## config.mk

```make
export PLATFORM = sky130hd
export DESIGN_NAME = profile_window_ctrl_flat
export DESIGN_NICKNAME = d
export VERILOG_FILES = /design/src/rtl/profile_window_ctrl_if.sv /design/src/rtl/profile_window_ctrl.sv /design/src/flat_wrapper.sv
export SDC_FILE = /design/constraint.sdc
export NUM_CORES = 1
export LEC_CHECK = 0
export ABC_CLOCK_PERIOD_IN_PS = 7750
export CORE_UTILIZATION = 45
export CTS_CLUSTER_DIAMETER = 200
export CTS_CLUSTER_SIZE = 25
export DETAILED_ROUTE_END_ITERATION = 8
export PLACE_DENSITY = 0.65
export SYNTH_ARGS = -nofsm -noshare
export SYNTH_HDL_FRONTEND = slang
export SYNTH_SLANG_ARGS = --single-unit
```

## constraint.sdc

```tcl
create_clock -name clock -period 7.75 [get_ports clock]
set_clock_uncertainty 0.15 [all_clocks]
set_input_delay 1.55 -clock clock [delete_from_list [all_inputs] [get_ports clock]]
set_output_delay 1.55 -clock clock [all_outputs]
set_load 0.05 [all_outputs]
```

## src/rtl/profile_window_ctrl_if.sv

```systemverilog
`default_nettype none
// ============================================================================
// Module      : profile_window_ctrl_if
// Description : Custom-instruction bus and event bundle for the profiling
//               window controller.
//               master : CPU/bench side. Drives start, ciN, valueA, valueB
//                        and the event inputs stall, busIdle, userEvent.
//                        Receives done, result, windowActive, windowDone.
//               slave  : Controller side, with the opposite directions.
// Revision    : 1.0 - initial release
// ============================================================================
interface profile_window_ctrl_if;
    logic        start;
    logic [7:0]  ciN;
    logic [31:0] valueA;
    logic [31:0] valueB;
    logic        stall;
    logic        busIdle;
    logic        userEvent;
    logic        done;
    logic [31:0] result;
    logic        windowActive;
    logic        windowDone;

    modport master (
        output start, ciN, valueA, valueB, stall, busIdle, userEvent,
        input  done, result, windowActive, windowDone
    );

    modport slave (
        input  start, ciN, valueA, valueB, stall, busIdle, userEvent,
        output done, result, windowActive, windowDone
    );
endinterface
`default_nettype wire

```

## src/rtl/profile_window_ctrl.sv

```systemverilog
`default_nettype none
// ============================================================================
// Module      : profile_window_ctrl
// Description : Custom-instruction driven profiling window. It holds four
//               saturating 32-bit event counters that count only while a
//               programmable-length window is running.
//               The counters are C0 cycles, C1 stall, C2 busIdle and
//               C3 userEvent.
// Ports       : clock  - system clock; all state changes on its rising edge
//               reset  - asynchronous active-high reset
//               bus    - profile_window_ctrl_if.slave. It carries the
//                        instruction strobe and operands, the event inputs,
//                        the done/result response and the window status.
// Opcodes     : valueA[2:0] selects the operation:
//               0 SETMASK, 1 SETLEN, 2 START, 3 ABORT, 4 STATUS, 5 READ.
//               Opcodes 6 and 7 do nothing.
// Revision    : 1.0 - initial release
// ============================================================================
module profile_window_ctrl #(
    parameter logic [7:0] customId = 8'h00
) (
    input  logic                 clock,
    input  logic                 reset,
    profile_window_ctrl_if.slave bus
);

    localparam logic [1:0] ST_IDLE = 2'd0;
    localparam logic [1:0] ST_RUN  = 2'd1;
    localparam logic [1:0] ST_DONE = 2'd2;

    localparam logic [2:0] OP_SETMASK = 3'd0;
    localparam logic [2:0] OP_SETLEN  = 3'd1;
    localparam logic [2:0] OP_START   = 3'd2;
    localparam logic [2:0] OP_ABORT   = 3'd3;
    localparam logic [2:0] OP_STATUS  = 3'd4;
    localparam logic [2:0] OP_READ    = 3'd5;

    localparam logic [31:0] CNT_MAX = 32'hFFFF_FFFF;

    logic [1:0]        state_q,     state_d;
    logic [3:0]        mask_q,      mask_d;
    logic [31:0]       length_q,    length_d;
    logic [31:0]       remaining_q, remaining_d;
    logic [3:0][31:0]  cnt_q,       cnt_d;
    logic [3:0]        sat_q,       sat_d;
    logic              done_q,      done_d;
    logic [31:0]       result_q,    result_d;

    logic              addressed;
    logic [2:0]        opcode;
    logic [3:0]        event_vec;
    logic [31:0]       instr_result;

    // Only the opcode field of valueA has meaning.
    logic unused_valuea_hi;
    assign unused_valuea_hi = &{1'b0, bus.valueA[31:3]};

    assign addressed = bus.start && (bus.ciN == customId);
    assign opcode    = bus.valueA[2:0];
    // C0 counts every window cycle, so its event is tied high.
    assign event_vec = {bus.userEvent, bus.busIdle, bus.stall, 1'b1};

    // Instruction result. READ and STATUS show the register values from
    // before this cycle's update, so READ gives the live count during RUN.
    always_comb begin
        instr_result = 32'd0;
        if (opcode == OP_STATUS) begin
            instr_result = {24'd0, sat_q, 2'b00,
                            (state_q == ST_DONE), (state_q == ST_RUN)};
        end else if (opcode == OP_READ) begin
            instr_result = cnt_q[bus.valueB[1:0]];
        end
    end

    always_comb begin
        state_d     = state_q;
        mask_d      = mask_q;
        length_d    = length_q;
        remaining_d = remaining_q;
        cnt_d       = cnt_q;
        sat_d       = sat_q;
        done_d      = addressed;
        result_d    = addressed ? instr_result : 32'd0;

        if (addressed && (opcode == OP_SETMASK)) begin
            mask_d = bus.valueB[3:0];
        end
        if (addressed && (opcode == OP_SETLEN)) begin
            length_d = bus.valueB;
        end

        if (addressed && (opcode == OP_START)) begin
            // START overrides the window update in the same cycle. This
            // covers a START on the expiry cycle and stops events from
            // being counted on the START cycle itself.
            cnt_d       = '0;
            sat_d       = '0;
            remaining_d = length_q;
            state_d     = (length_q == 32'd0) ? ST_DONE : ST_RUN;
        end else if (state_q == ST_RUN) begin
            for (int n = 0; n < 4; n++) begin
                if (mask_q[n] && event_vec[n]) begin
                    if (cnt_q[n] != CNT_MAX) begin
                        cnt_d[n] = cnt_q[n] + 32'd1;
                    end
                    // The flag goes up as the counter reaches its ceiling.
                    if (cnt_q[n] >= (CNT_MAX - 32'd1)) begin
                        sat_d[n] = 1'b1;
                    end
                end
            end
            remaining_d = remaining_q - 32'd1;
            // An ABORT cycle is still a window cycle, so it is counted.
            if (addressed && (opcode == OP_ABORT)) begin
                state_d = ST_IDLE;
            end else if (remaining_q == 32'd1) begin
                state_d = ST_DONE;
            end
        end
    end

    always_ff @(posedge clock or posedge reset) begin
        if (reset) begin
            state_q     <= ST_IDLE;
            mask_q      <= 4'd0;
            length_q    <= 32'd0;
            remaining_q <= 32'd0;
            cnt_q       <= '0;
            sat_q       <= 4'd0;
            done_q      <= 1'b0;
            result_q    <= 32'd0;
        end else begin
            state_q     <= state_d;
            mask_q      <= mask_d;
            length_q    <= length_d;
            remaining_q <= remaining_d;
            cnt_q       <= cnt_d;
            sat_q       <= sat_d;
            done_q      <= done_d;
            result_q    <= result_d;
        end
    end

    assign bus.done         = done_q;
    assign bus.result       = result_q;
    assign bus.windowActive = (state_q == ST_RUN);
    assign bus.windowDone   = (state_q == ST_DONE);

endmodule
`default_nettype wire

```

## src/flat_wrapper.sv

```systemverilog
// flat-port wrapper written by rule: the top's interface ports become plain ports
module profile_window_ctrl_flat 
#(
    parameter logic [7:0] customId = 8'h00
)
  (clock, reset, bus_start, bus_ciN, bus_valueA, bus_valueB, bus_stall, bus_busIdle, bus_userEvent, bus_done, bus_result, bus_windowActive, bus_windowDone);
  profile_window_ctrl_if bus_i ();
  input  logic clock;
  input  logic reset;
  input wire logic [$bits(bus_i.start)-1:0] bus_start;
  input wire logic [$bits(bus_i.ciN)-1:0] bus_ciN;
  input wire logic [$bits(bus_i.valueA)-1:0] bus_valueA;
  input wire logic [$bits(bus_i.valueB)-1:0] bus_valueB;
  input wire logic [$bits(bus_i.stall)-1:0] bus_stall;
  input wire logic [$bits(bus_i.busIdle)-1:0] bus_busIdle;
  input wire logic [$bits(bus_i.userEvent)-1:0] bus_userEvent;
  output wire logic [$bits(bus_i.done)-1:0] bus_done;
  output wire logic [$bits(bus_i.result)-1:0] bus_result;
  output wire logic [$bits(bus_i.windowActive)-1:0] bus_windowActive;
  output wire logic [$bits(bus_i.windowDone)-1:0] bus_windowDone;
  assign bus_i.start = bus_start;
  assign bus_i.ciN = bus_ciN;
  assign bus_i.valueA = bus_valueA;
  assign bus_i.valueB = bus_valueB;
  assign bus_i.stall = bus_stall;
  assign bus_i.busIdle = bus_busIdle;
  assign bus_i.userEvent = bus_userEvent;
  assign bus_done = bus_i.done;
  assign bus_result = bus_i.result;
  assign bus_windowActive = bus_i.windowActive;
  assign bus_windowDone = bus_i.windowDone;
  profile_window_ctrl #(.customId(customId)) u_core (.clock(clock), .reset(reset), .bus(bus_i));
endmodule
```

* Word-level counts from Yosys, hierarchy flattened
Cells that the tools add are included.
** Cells by class
- Add/subtract/negate cells :: 5
- Magnitude comparators :: 5
- Equality and inequality tests :: 12
- Muxes and demuxes :: 32
- Reduce and logical (&&, ||, !) cells :: 34
** Operators with widths (count)
- $mux 32 :: 14
- $mux 128 :: 2
- $add 32x1->32 const B :: 4
- $ge 32x32->1 const B :: 4
- $ne 32x32->1 const B :: 4
- $bmux 32 s2 :: 1
- $eq 32x1->1 const B :: 1
- $logic_not 32->1 :: 1
- $sub 32x1->32 const B :: 1
- $reduce_bool 2->1 :: 13
- $reduce_and 3->1 :: 8
- $mux 2 :: 5
- $logic_and 1x1->1 :: 8
- $logic_not 8->1 :: 1
- $mux 1 :: 8
- $mux 4 :: 2
- $eq 3x2->1 const B :: 2
- $eq 3x3->1 const B :: 2
- $eq 3x1->1 const B :: 1
- $logic_not 3->1 :: 1
- $lt 2x3->1 const B :: 1
- $reduce_bool 3->1 :: 1
- $eq 2x1->1 const B :: 1
- $eq 2x2->1 const B :: 1
- $reduce_and 2->1 :: 1
** Word-level totals
- Register bits after elaboration :: 235
- Bits of input ports :: 78
- Output and inout bits :: 35

* Longest topological paths before layout
Gate-level depths: netlist of the first run.
- Depth after elaboration :: 6
- Depth in mapped cells :: 9

* Worst setup path before layout of the first run
No wires, ideal clock.
- Path kind :: input-to-reg
- Start :: input bus_ciN[2]
- End :: register u_core.cnt_q[95] (netlist name)
- Arrival time :: 3.376 ns
- Data required time :: 7.522 ns
- Setup slack :: 4.146 ns
- Cell stages on the path :: 5
- Path buffers :: 0
- Path through :: or4_1 > nor4b_4 > o211ai_2 > or4_1 > a21oi_1
** Between the ends
- Cells in the longest elaborated chain, start to end :: 5
- Elaborated cells between the ends (all ways) :: 8
** Ends and longest elaborated chain
- from (decl) :: RTL line flat_wrapper.sv:11 : input wire logic [$bits(bus_i.ciN)-1:0] bus_ciN;
- $logic_not 8->1 * :: RTL line profile_window_ctrl.sv:58 : assign addressed = bus.start && (bus.ciN == customId);
- $logic_and 1x1->1 * :: RTL line profile_window_ctrl.sv:58
- $logic_and 1x1->1 * :: RTL line profile_window_ctrl.sv:92 : if (addressed && (opcode == OP_START)) begin
- $reduce_bool 2->1 (no source line)
- $reduce_and 3->1 (no source line)
- to (signal assigned) :: RTL line profile_window_ctrl.sv:137 : cnt_q <= cnt_d;
- to (decl) :: RTL line profile_window_ctrl.sv:44 : logic [3:0][31:0] cnt_q, cnt_d;
Every way passes the cells marked *; elsewhere a longest branch is shown, timed or not.
A chain may end at the register's enable or synchronous reset.

* Final worst setup path of the first run
- Start :: register u_core.state_q[1]
- End :: output bus_windowActive
** Between the ends
- Cells in the longest elaborated chain, start to end :: 1
** Ends and longest elaborated chain
- from (decl) :: RTL line profile_window_ctrl.sv:40 : logic [1:0] state_q, state_d;
- from (signal assigned) :: RTL line profile_window_ctrl.sv:133 : state_q <= state_d;
- $eq 2x1->1 :: RTL line profile_window_ctrl.sv:146 : assign bus.windowActive = (state_q == ST_RUN);
- to (decl) :: RTL line flat_wrapper.sv:19 : output wire logic [$bits(bus_i.windowActive)-1:0] bus_windowActive;
Every way passes these cells.

==> results of run 1 <==
cell families (layout without fill, tap and decap cells):
group                      after synthesis  in the layout  share of synthesized area
xor gates and xnor gates                55             55                     0.0379
adders and majority gates               10             10                    0.00984
and+or+nand+nor                        553            553                      0.245
buffers and inverters                   91            126                     0.0294
AOI/OAI and AO/OA                      263            263                      0.125
muxes                                   70             70                     0.0901
DFF                                    235            235                      0.462
power breakdown:
group	leakage (nW)	switching (mW)	total [mW]	internal [mW]
Clock	0.167	0.405	0.714	0.309
Sequential	2.93	0.00950	1.24	1.23
Combinational	2.35	0.0526	0.100	0.0476
Total	5.45	0.467	2.06	1.59
layout make-up:
type | count | area (µm²)
multi-input combinational | 951 | 6460
clock buffer | 13 | 325
fill | 2556 | 13600
sequential | 235 | 5880
inverter | 19 | 75.1
tap | 378 | 473
clock inverter | 1 | 16.3
timing repair buffer | 93 | 913
sequential cells by signal, summed over array words and instances, names as in the netlist:
name / count
u_core.mask_q: 4
u_core.state_q: 2
u_core.remaining_q: 32
u_core.bus.result: 32
u_core.cnt_q: 128
u_core.sat_q: 4
u_core.bus.done: 1
u_core.length_q: 32
metal layers:
metal | vias up | share of wire | track usage
li1 | 4877 | - | -
met1 | 5245 | 0.46 | 0.351
met2 | 292 | 0.45 | 0.349
met3 | 55 | 0.061 | 0.0349
met4 | 2 | 0.029 | 0.0736
met5 | - | 0.00045 | 0
worst max-delay path by stage:
stage,slack (ns),endpoint,startpoint,cells past startpoint
floorplan,2.97,u_core.bus.done,reset,1
detailed placement,2.98,u_core.cnt_q[95],bus_ciN[2],7
global placement,3.03,u_core.cnt_q[95],bus_ciN[2],7
finish,3.40,bus_windowActive,u_core.state_q[1],3
CTS,3.38,bus_windowActive,u_core.state_q[1],3
global route,3.28,u_core.cnt_q[95],bus_ciN[2],7
stage by stage:
step,total power [mW],utilization
global route,2.13,0.509
global placement,1.37,0.497
detailed placement,1.37,0.497
CTS,2.08,0.509
floorplan,1.32,-
finish,2.06,0.509
critical path: stages (launching register included):
cell and delay, ns:
dfrtp_1 0.61, nand2b_1 0.31, clkinv_1 0.42, clkdlybuf4s50_1 0.83
layout by cell type (no fill, tap or decap), types with 9 or more instances in the layout:
cell             count
a21oi_1             92
and2_1              34
and3_1              26
and4_1              20
buf_4                9
clkbuf_16           13
clkdlybuf4s50_1     82
dfrtp_1            235
ha_1                10
inv_1               17
mux2_2              36
mux4_2              32
nand2_1            110
nand3_1             51
nand4_1             62
nor2_1              65
nor3_1              28
nor4_1              28
o21ai_0             79
o31ai_1             36
or3_1               45
or4_1               47
xnor2_1             41
xor2_1              14
==> results.tsv, run 1 <==
metric	value	unit
Hold Path Origin	u_core.sat_q[3]	
Yosys Warn Count	0	
IR drop worst, VDD	156	µV
cells on worst reg2reg path	5	
most frequent cell after synthesis	dfrtp_1	
Layout Nets	1401	
hold_buf cts	0	
Detailed Route WL	33100	µm
cell count after synthesis	1277	
initial antenna violation count	1	
Synth async-reset ratio	1.00	
Resized Gates After CTS	0	
measured slew at the worst slew-check pin	1.12	ns
max_slew headroom	0.251	
HP Class	reg -> reg	
fmax	0.230	GHz
CTS Buf Count	13	
Setup TNS	0	ns
syn nets	1365	
Detailed Routing Iterations Pass 1	5	
DR iter-0 viols	1006	
row cnt	61	
Routed WL per cell	19.6	µm
Finished Cell Area	14100	µm²
PwrDens	145	nW/µm²
total core area	27800	µm²
area delta synth->final	11.2	%
routability cong.	0.919	
Clock Path Buffers	3	
Vias	10500	
vias in the first global route	9552	
final std cells w/o fill	1690	
Distinct cells, synth	65	
CTS tree	yes	
dpl cell area	13800	µm²
largest area contributor in the netlist	dfrtp_1	
Hold Fails Final Rpt	0	
hold path endpoint	u_core.sat_q[3]	
DRC	0	
largest net degree at the start of global routing	191	
first-pass GRT wire length	53400	µm
Syn Area/Cell	9.96	µm²
final hold slack	0.352	ns
post-synthesis cell area	12700	µm²
reg2reg setup slack	4.59	ns
unrepaired setup endpoints after global routing	false	
Tcrit/Tclk final	0.562	
total global routing overflow	0	
Seq/Total Area, Yosys	0.462	
io pins	113	
Setup WS pre-CTS	2.98	ns
Detail Route Antenna Nets	0	
hold depth	1	
Tmin final	4.35	ns
CP Max Fanout	10	
Pleak	5.45	nW
number of synthesized register bits	235	
crit path DAT	2.65	ns
die footprint	28900	µm²
EDFF count, synth	0	
Slew Limit Fails	0	
Post-Place Cells	1676	
I/O Buffers	83	
# Max-Cap Violations	0	
Synth top area share	0.462	
top post-synthesis cells by count	dfrtp_1, nand2_1, a21oi_1, o21ai_0, nor2_1	
status	complete, no violations	
CTS root buf	clkbuf_16	
Final WS setup	3.40	ns
clk sinks	235	
Starting Density	0.458	
Detail Placement HPWL	23400	µm
post-DR vias/cell	6.20	
synth top area cells	dfrtp_1, mux4_2, a21oi_1	
Final setup viols	0	
worst r2r src	u_core.cnt_q[48]	
Post-synth top flop	dfrtp_1	
Skew-Pair Late Insertion Delay	0.49	ns
Die Y-Extent	170	µm
Setup Buffers After CTS	0	
gr usage total	0.235	
ANT cells	0	
crit path capture type	primary output	
share of layout cells above drive strength 1	0.0838	
Crit Path Class	reg -> out	
Critical Path RT	6.05	ns
htree depth	1	
Critical Path Source Type	flop	
R2R Path End	u_core.cnt_q[32]	
die width	170	µm
clock-pin slew on the worst setup and hold paths	0.10	ns
Power figures use the tool's default switching activity.
==> run 2: changes to the inputs <==
Settings changed: ABC_CLOCK_PERIOD_IN_PS 7750 to 4300, PLACE_DENSITY 0.65 to 0.63.
Clock period 7.75 ns to 4.3 ns, I/O delays scaled along.
==> run 2 against run 1 <==
Effect of this change:
- cell count is 0.59% higher
- first-iteration DRC count down 6.4%
- sequential power increased by 81%
- worst hold slack better by 0.014 ns
- utilization up 0.39 points
- sequential cell count is the same
==> results.tsv, run 2 (synthesized netlist as in run 1, its figures left out) <==
metric	value	unit
CP Max Fanout	10	
crit path capture type	primary output	
Die Y-Extent	170	µm
initial antenna violation count	0	
die width	170	µm
PwrDens	261	nW/µm²
unrepaired setup endpoints after global routing	false	
Detail Placement HPWL	24200	µm
Crit Path Class	reg -> out	
Detailed Route WL	33900	µm
DRC	0	
max reg flops	128	
vias in the first global route	9820	
Top reg by flops	u_core.cnt_q	
max_slew headroom	0.332	
met2 wire length	15000	µm
routability cong.	0.878	
M1 WL	15900	µm
CTS tree	yes	
fmax	0.298	GHz
measured slew at the worst slew-check pin	1.00	ns
share of layout cells above drive strength 1	0.0901	
die footprint	28900	µm²
top sig layer	met4	
Detail Route Antenna Nets	0	
Critical Path RT	3.29	ns
status	complete, no violations	
io pins	113	
Routed WL per cell	19.9	µm
I/O Buffers	83	
Util after Layout	0.513	
Tmin final	3.36	ns
clock-pin slew on the worst setup and hold paths	0.10	ns
crit path DAT	2.35	ns
met3 WL post-DR	2100	µm
row cnt	61	
gr usage total	0.237	
area delta synth->final	12.1	%
htree depth	1	
most frequent cells in the layout	dfrtp_1, nand2_1, a21oi_1, clkdlybuf4s50_1, o21ai_0	
hold_buf cts	0	
IR drop worst, VDD	197	µV
worst r2r src	u_core.cnt_q[68]	
DR iter-0 viols	942	
total core area	27800	µm²
Tcrit/Tclk final	0.780	
Hold Fails Final Rpt	0	
Hold Path Origin	u_core.length_q[20]	
Starting Density	0.458	
post-DR vias/cell	6.17	
total global routing overflow	0	
Layout Nets	1410	
Setup TNS	0	ns
first-pass GRT wire length	53800	µm
CTS Buf Count	13	
Slew Limit Fails	0	
Skew-Pair Late Insertion Delay	0.49	ns
Pleak	5.51	nW
clk sinks	235	
HP Class	reg -> reg	
Critical Path Source Type	flop	
largest net degree at the start of global routing	129	
most common cell after layout, fill and taps aside	dfrtp_1	
Vias	10500	
# Max-Cap Violations	0	
Resized Gates After CTS	0	
critical path startpoint	u_core.state_q[0]	
Detailed Routing Iterations Pass 1	5	
CTS root buf	clkbuf_16	
Final setup viols	0	
Setup Buffers After CTS	0	
Clock Path Buffers	3	
run 2: changes by cell type in the layout (fill, tap and decap cells not counted):
| cell | before | now |
|---|---|---|
| buf_12 | 1 | 4 |
| buf_4 | 9 | 15 |
| diode_2 | 0 | 1 |
run 2: critical path, stage by stage, from the launching register on:
cell             delay [ns]
dfrtp_1                0.63
nand2b_1               0.28
clkinv_1               0.14
clkdlybuf4s50_1        0.81
run 2: final cells by class:
cell class	count	area, µm²
multi-input cells	951	6460
inverters	19	75.1
flip-flops and latches	235	5880
fillers	2589	13500
repair buffers	102	1020
diodes	1	2.50
clock buffers	13	325
clock inverters	1	16.3
well taps	378	473
run 2: power by group:
| part | internal, mW | total [mW] | switching (mW) |
|---|---|---|---|
| Sequential | 2.22 | 2.24 | 0.0171 |
| Clock | 0.558 | 1.30 | 0.744 |
| Combinational | 0.0881 | 0.183 | 0.0951 |
| Total | 2.87 | 3.72 | 0.856 |
run 2: worst paths after layout:
check,slack [ns],endpoint,cells past startpoint
max,0.94,bus_windowActive,3
min reg2reg,0.37,u_core.remaining_q[20],2
min,0.37,u_core.remaining_q[20],2
max in group asynchronous,2.61,u_core.cnt_q[68],3
max reg2reg,1.23,u_core.cnt_q[66],5
min in group asynchronous,0.74,u_core.bus.result[28],3
run 2: layer usage:
metal	global-route usage	vias up
li1	-	4891
met1	0.349	5260
met2	0.363	286
met3	0.0347	52
met4	0.0662	0
met5	0	-
run 2: metrics by stage:
step,hold slack [ns],cell area [µm²],cells,setup WS (ns),power [mW]
final,0.366,14300,1700,0.944,3.72
after global routing,0.402,14300,1699,0.864,3.84
after CTS,0.369,14300,1699,0.935,3.76
after detailed placement,0.347,13900,1685,0.664,2.47
after global placement,0.332,13900,1685,0.662,2.47
after floorplan,0.313,12700,1277,0.212,2.38
==> run 3: changes to the inputs <==
Settings changed: ABC_CLOCK_PERIOD_IN_PS 4300 to 2890, PLACE_DENSITY 0.63 to 0.65.
Clock period 4.3 ns to 2.89 ns, I/O delays scaled along.
==> run 3 against run 2 <==
Effect of this change:
- first-iteration DRC count down 8.6%
- worst hold slack worse by 0.032 ns
- register-to-register slack lost 0.97 ns
- utilization up 1.7 points
- combinational power is 60% higher
- cell count rose by 2.8%
- die area unchanged
- sequential cell count stayed put
- clock-buffer cell count did not move
==> results.tsv, run 3 (synthesized netlist as in run 1, its figures left out) <==
metric	value	unit
Tmin final	2.84	ns
met2 wire length	15600	µm
CTS tree	yes	
largest net degree at the start of global routing	62	
Die Y-Extent	170	µm
Hold Fails Final Rpt	0	
die footprint	28900	µm²
Final setup viols	0	
Setup TNS	0	ns
combinational fraction of design power	0.053	
first-pass GRT wire length	54600	µm
fmax	0.352	GHz
crit path capture type	primary output	
Resized Gates After CTS	0	
initial antenna violation count	1	
Critical Path RT	2.16	ns
I/O Buffers	83	
Crit Path Class	reg -> out	
Slew Limit Fails	0	
most common cell after layout, fill and taps aside	dfrtp_1	
# Max-Cap Violations	0	
most frequent cells in the layout	dfrtp_1, nand2_1, a21oi_1, clkdlybuf4s50_1, o21ai_0	
share of layout cells above drive strength 1	0.123	
vias in the first global route	9876	
max_slew headroom	0.530	
P_int	4.28	mW
CTS root buf	clkbuf_16	
Setup Buffers After CTS	0	
PwrDens	376	nW/µm²
Flop pwr share	0.601	
DRC	0	
post-DR vias/cell	6.08	
Crit path largest cell delay	0.82	ns
reg2reg setup slack	0.26	ns
unrepaired setup endpoints after global routing	false	
Switching Fraction	0.227	
routability cong.	0.924	
M1 WL	15400	µm
top sig layer	met4	
clk sinks	235	
Detailed Routing Iterations Pass 1	5	
Top reg by flops	u_core.cnt_q	
worst r2r src	u_core.cnt_q[32]	
hold_buf cts	0	
met3 WL post-DR	2220	µm
status	complete, no violations	
total core area	27800	µm²
crit path cell chain	nand2b_1, clkinv_1, clkdlybuf4s50_1	
measured slew at the worst slew-check pin	0.699	ns
IR drop worst, VDD	397	µV
Layout Nets	1458	
HP Class	in -> async	
io pins	113	
Vias	10600	
Fill cells	2526	
die width	170	µm
row cnt	61	
Starting Density	0.458	
htree depth	1	
Detail Route Antenna Nets	0	
Net Sw Power	1.26	mW
gr usage total	0.240	
power consumption	5.54	mW
Critical Path Source Type	flop	
area delta synth->final	15.8	%
clock power share	0.346	
slowest CP cell	clkdlybuf4s50_1	
Routed WL per cell	19.5	µm
Tcrit/Tclk final	0.983	
clock-pin slew on the worst setup and hold paths	0.10	ns
Clock Path Buffers	3	
Detailed Route WL	34100	µm
CP Max Fanout	6	
DR iter-0 viols	861	
crit path DAT	2.11	ns
ANT cells	0	
CTS Buf Count	13	
total global routing overflow	0	
cells on worst reg2reg path	7	
Detail Placement HPWL	25300	µm
max reg flops	128	
R2R Path End	u_core.cnt_q[57]	
Pleak	5.78	nW
Skew-Pair Late Insertion Delay	0.49	ns
==> run 3: cell count changes in the layout (fill, tap and decap cells not counted) <==
cell	delta
buf_12	+9
buf_4	+40
clkdlybuf4s50_1	-1
diode_2	-1
==> run 3: power groups by stage <==
stage	clock, mW	sequential (mW)	combinational (mW)
after global placement	0	3.39	0.296
final	1.91	3.33	0.293
after global routing	2.06	3.33	0.324
after floorplan	0	3.38	0.158
after detailed placement	0	3.39	0.300
after CTS	1.98	3.33	0.301
==> run 3: worst max path at each step <==
stage	start	end	slack, ns	cells after the start
global placement	bus_ciN[2]	u_core.cnt_q[65]	-0.15	7
floorplan	reset	u_core.bus.done	-0.92	1
global route	u_core.state_q[1]	bus_windowActive	0.001	3
CTS	u_core.state_q[1]	bus_windowActive	0.01	3
detailed placement	bus_ciN[0]	u_core.remaining_q[28]	-0.18	6
finish	u_core.state_q[1]	bus_windowActive	0.05	3
==> run 3: metal layers <==
layer	vias to the layer above	global-route usage
met5	-	0
met4	0	0.0670
met3	42	0.0335
met2	297	0.370
met1	5288	0.351
li1	4997	-
==> run 3: worst max-delay path, delay by kind of cell (launching register included) <==
kind          cells  cell delay (ns)
flops             1             0.47
buf+inv           2             0.95
simple gates      1             0.20
==> run 3: area by class of cell <==
type	instances	area (µm²)	share of cell area
repair buffers	150	1490	0.101
clock buffers	13	325	0.0221
clock inverters	1	16.3	0.00110
flip-flops and latches	235	5880	0.399
multi-input cells	951	6460	0.439
inverters	19	75.1	0.00510
well taps	378	473	0.0321
==> run 3: stage by stage <==
step | hold slack, ns | cell area (µm²) | worst slack (ns) | cells | util
4_1_cts | 0.338 | 14700 | 0.0118 | 1747 | 0.530
5_1_grt | 0.365 | 14700 | 0.000975 | 1747 | 0.530
3_5_place_dp | 0.343 | 14400 | -0.176 | 1733 | 0.518
2_1_floorplan | 0.313 | 12700 | -0.916 | 1277 | -
3_3_place_gp | 0.335 | 14400 | -0.148 | 1733 | 0.518
6_report | 0.334 | 14700 | 0.0500 | 1747 | 0.530
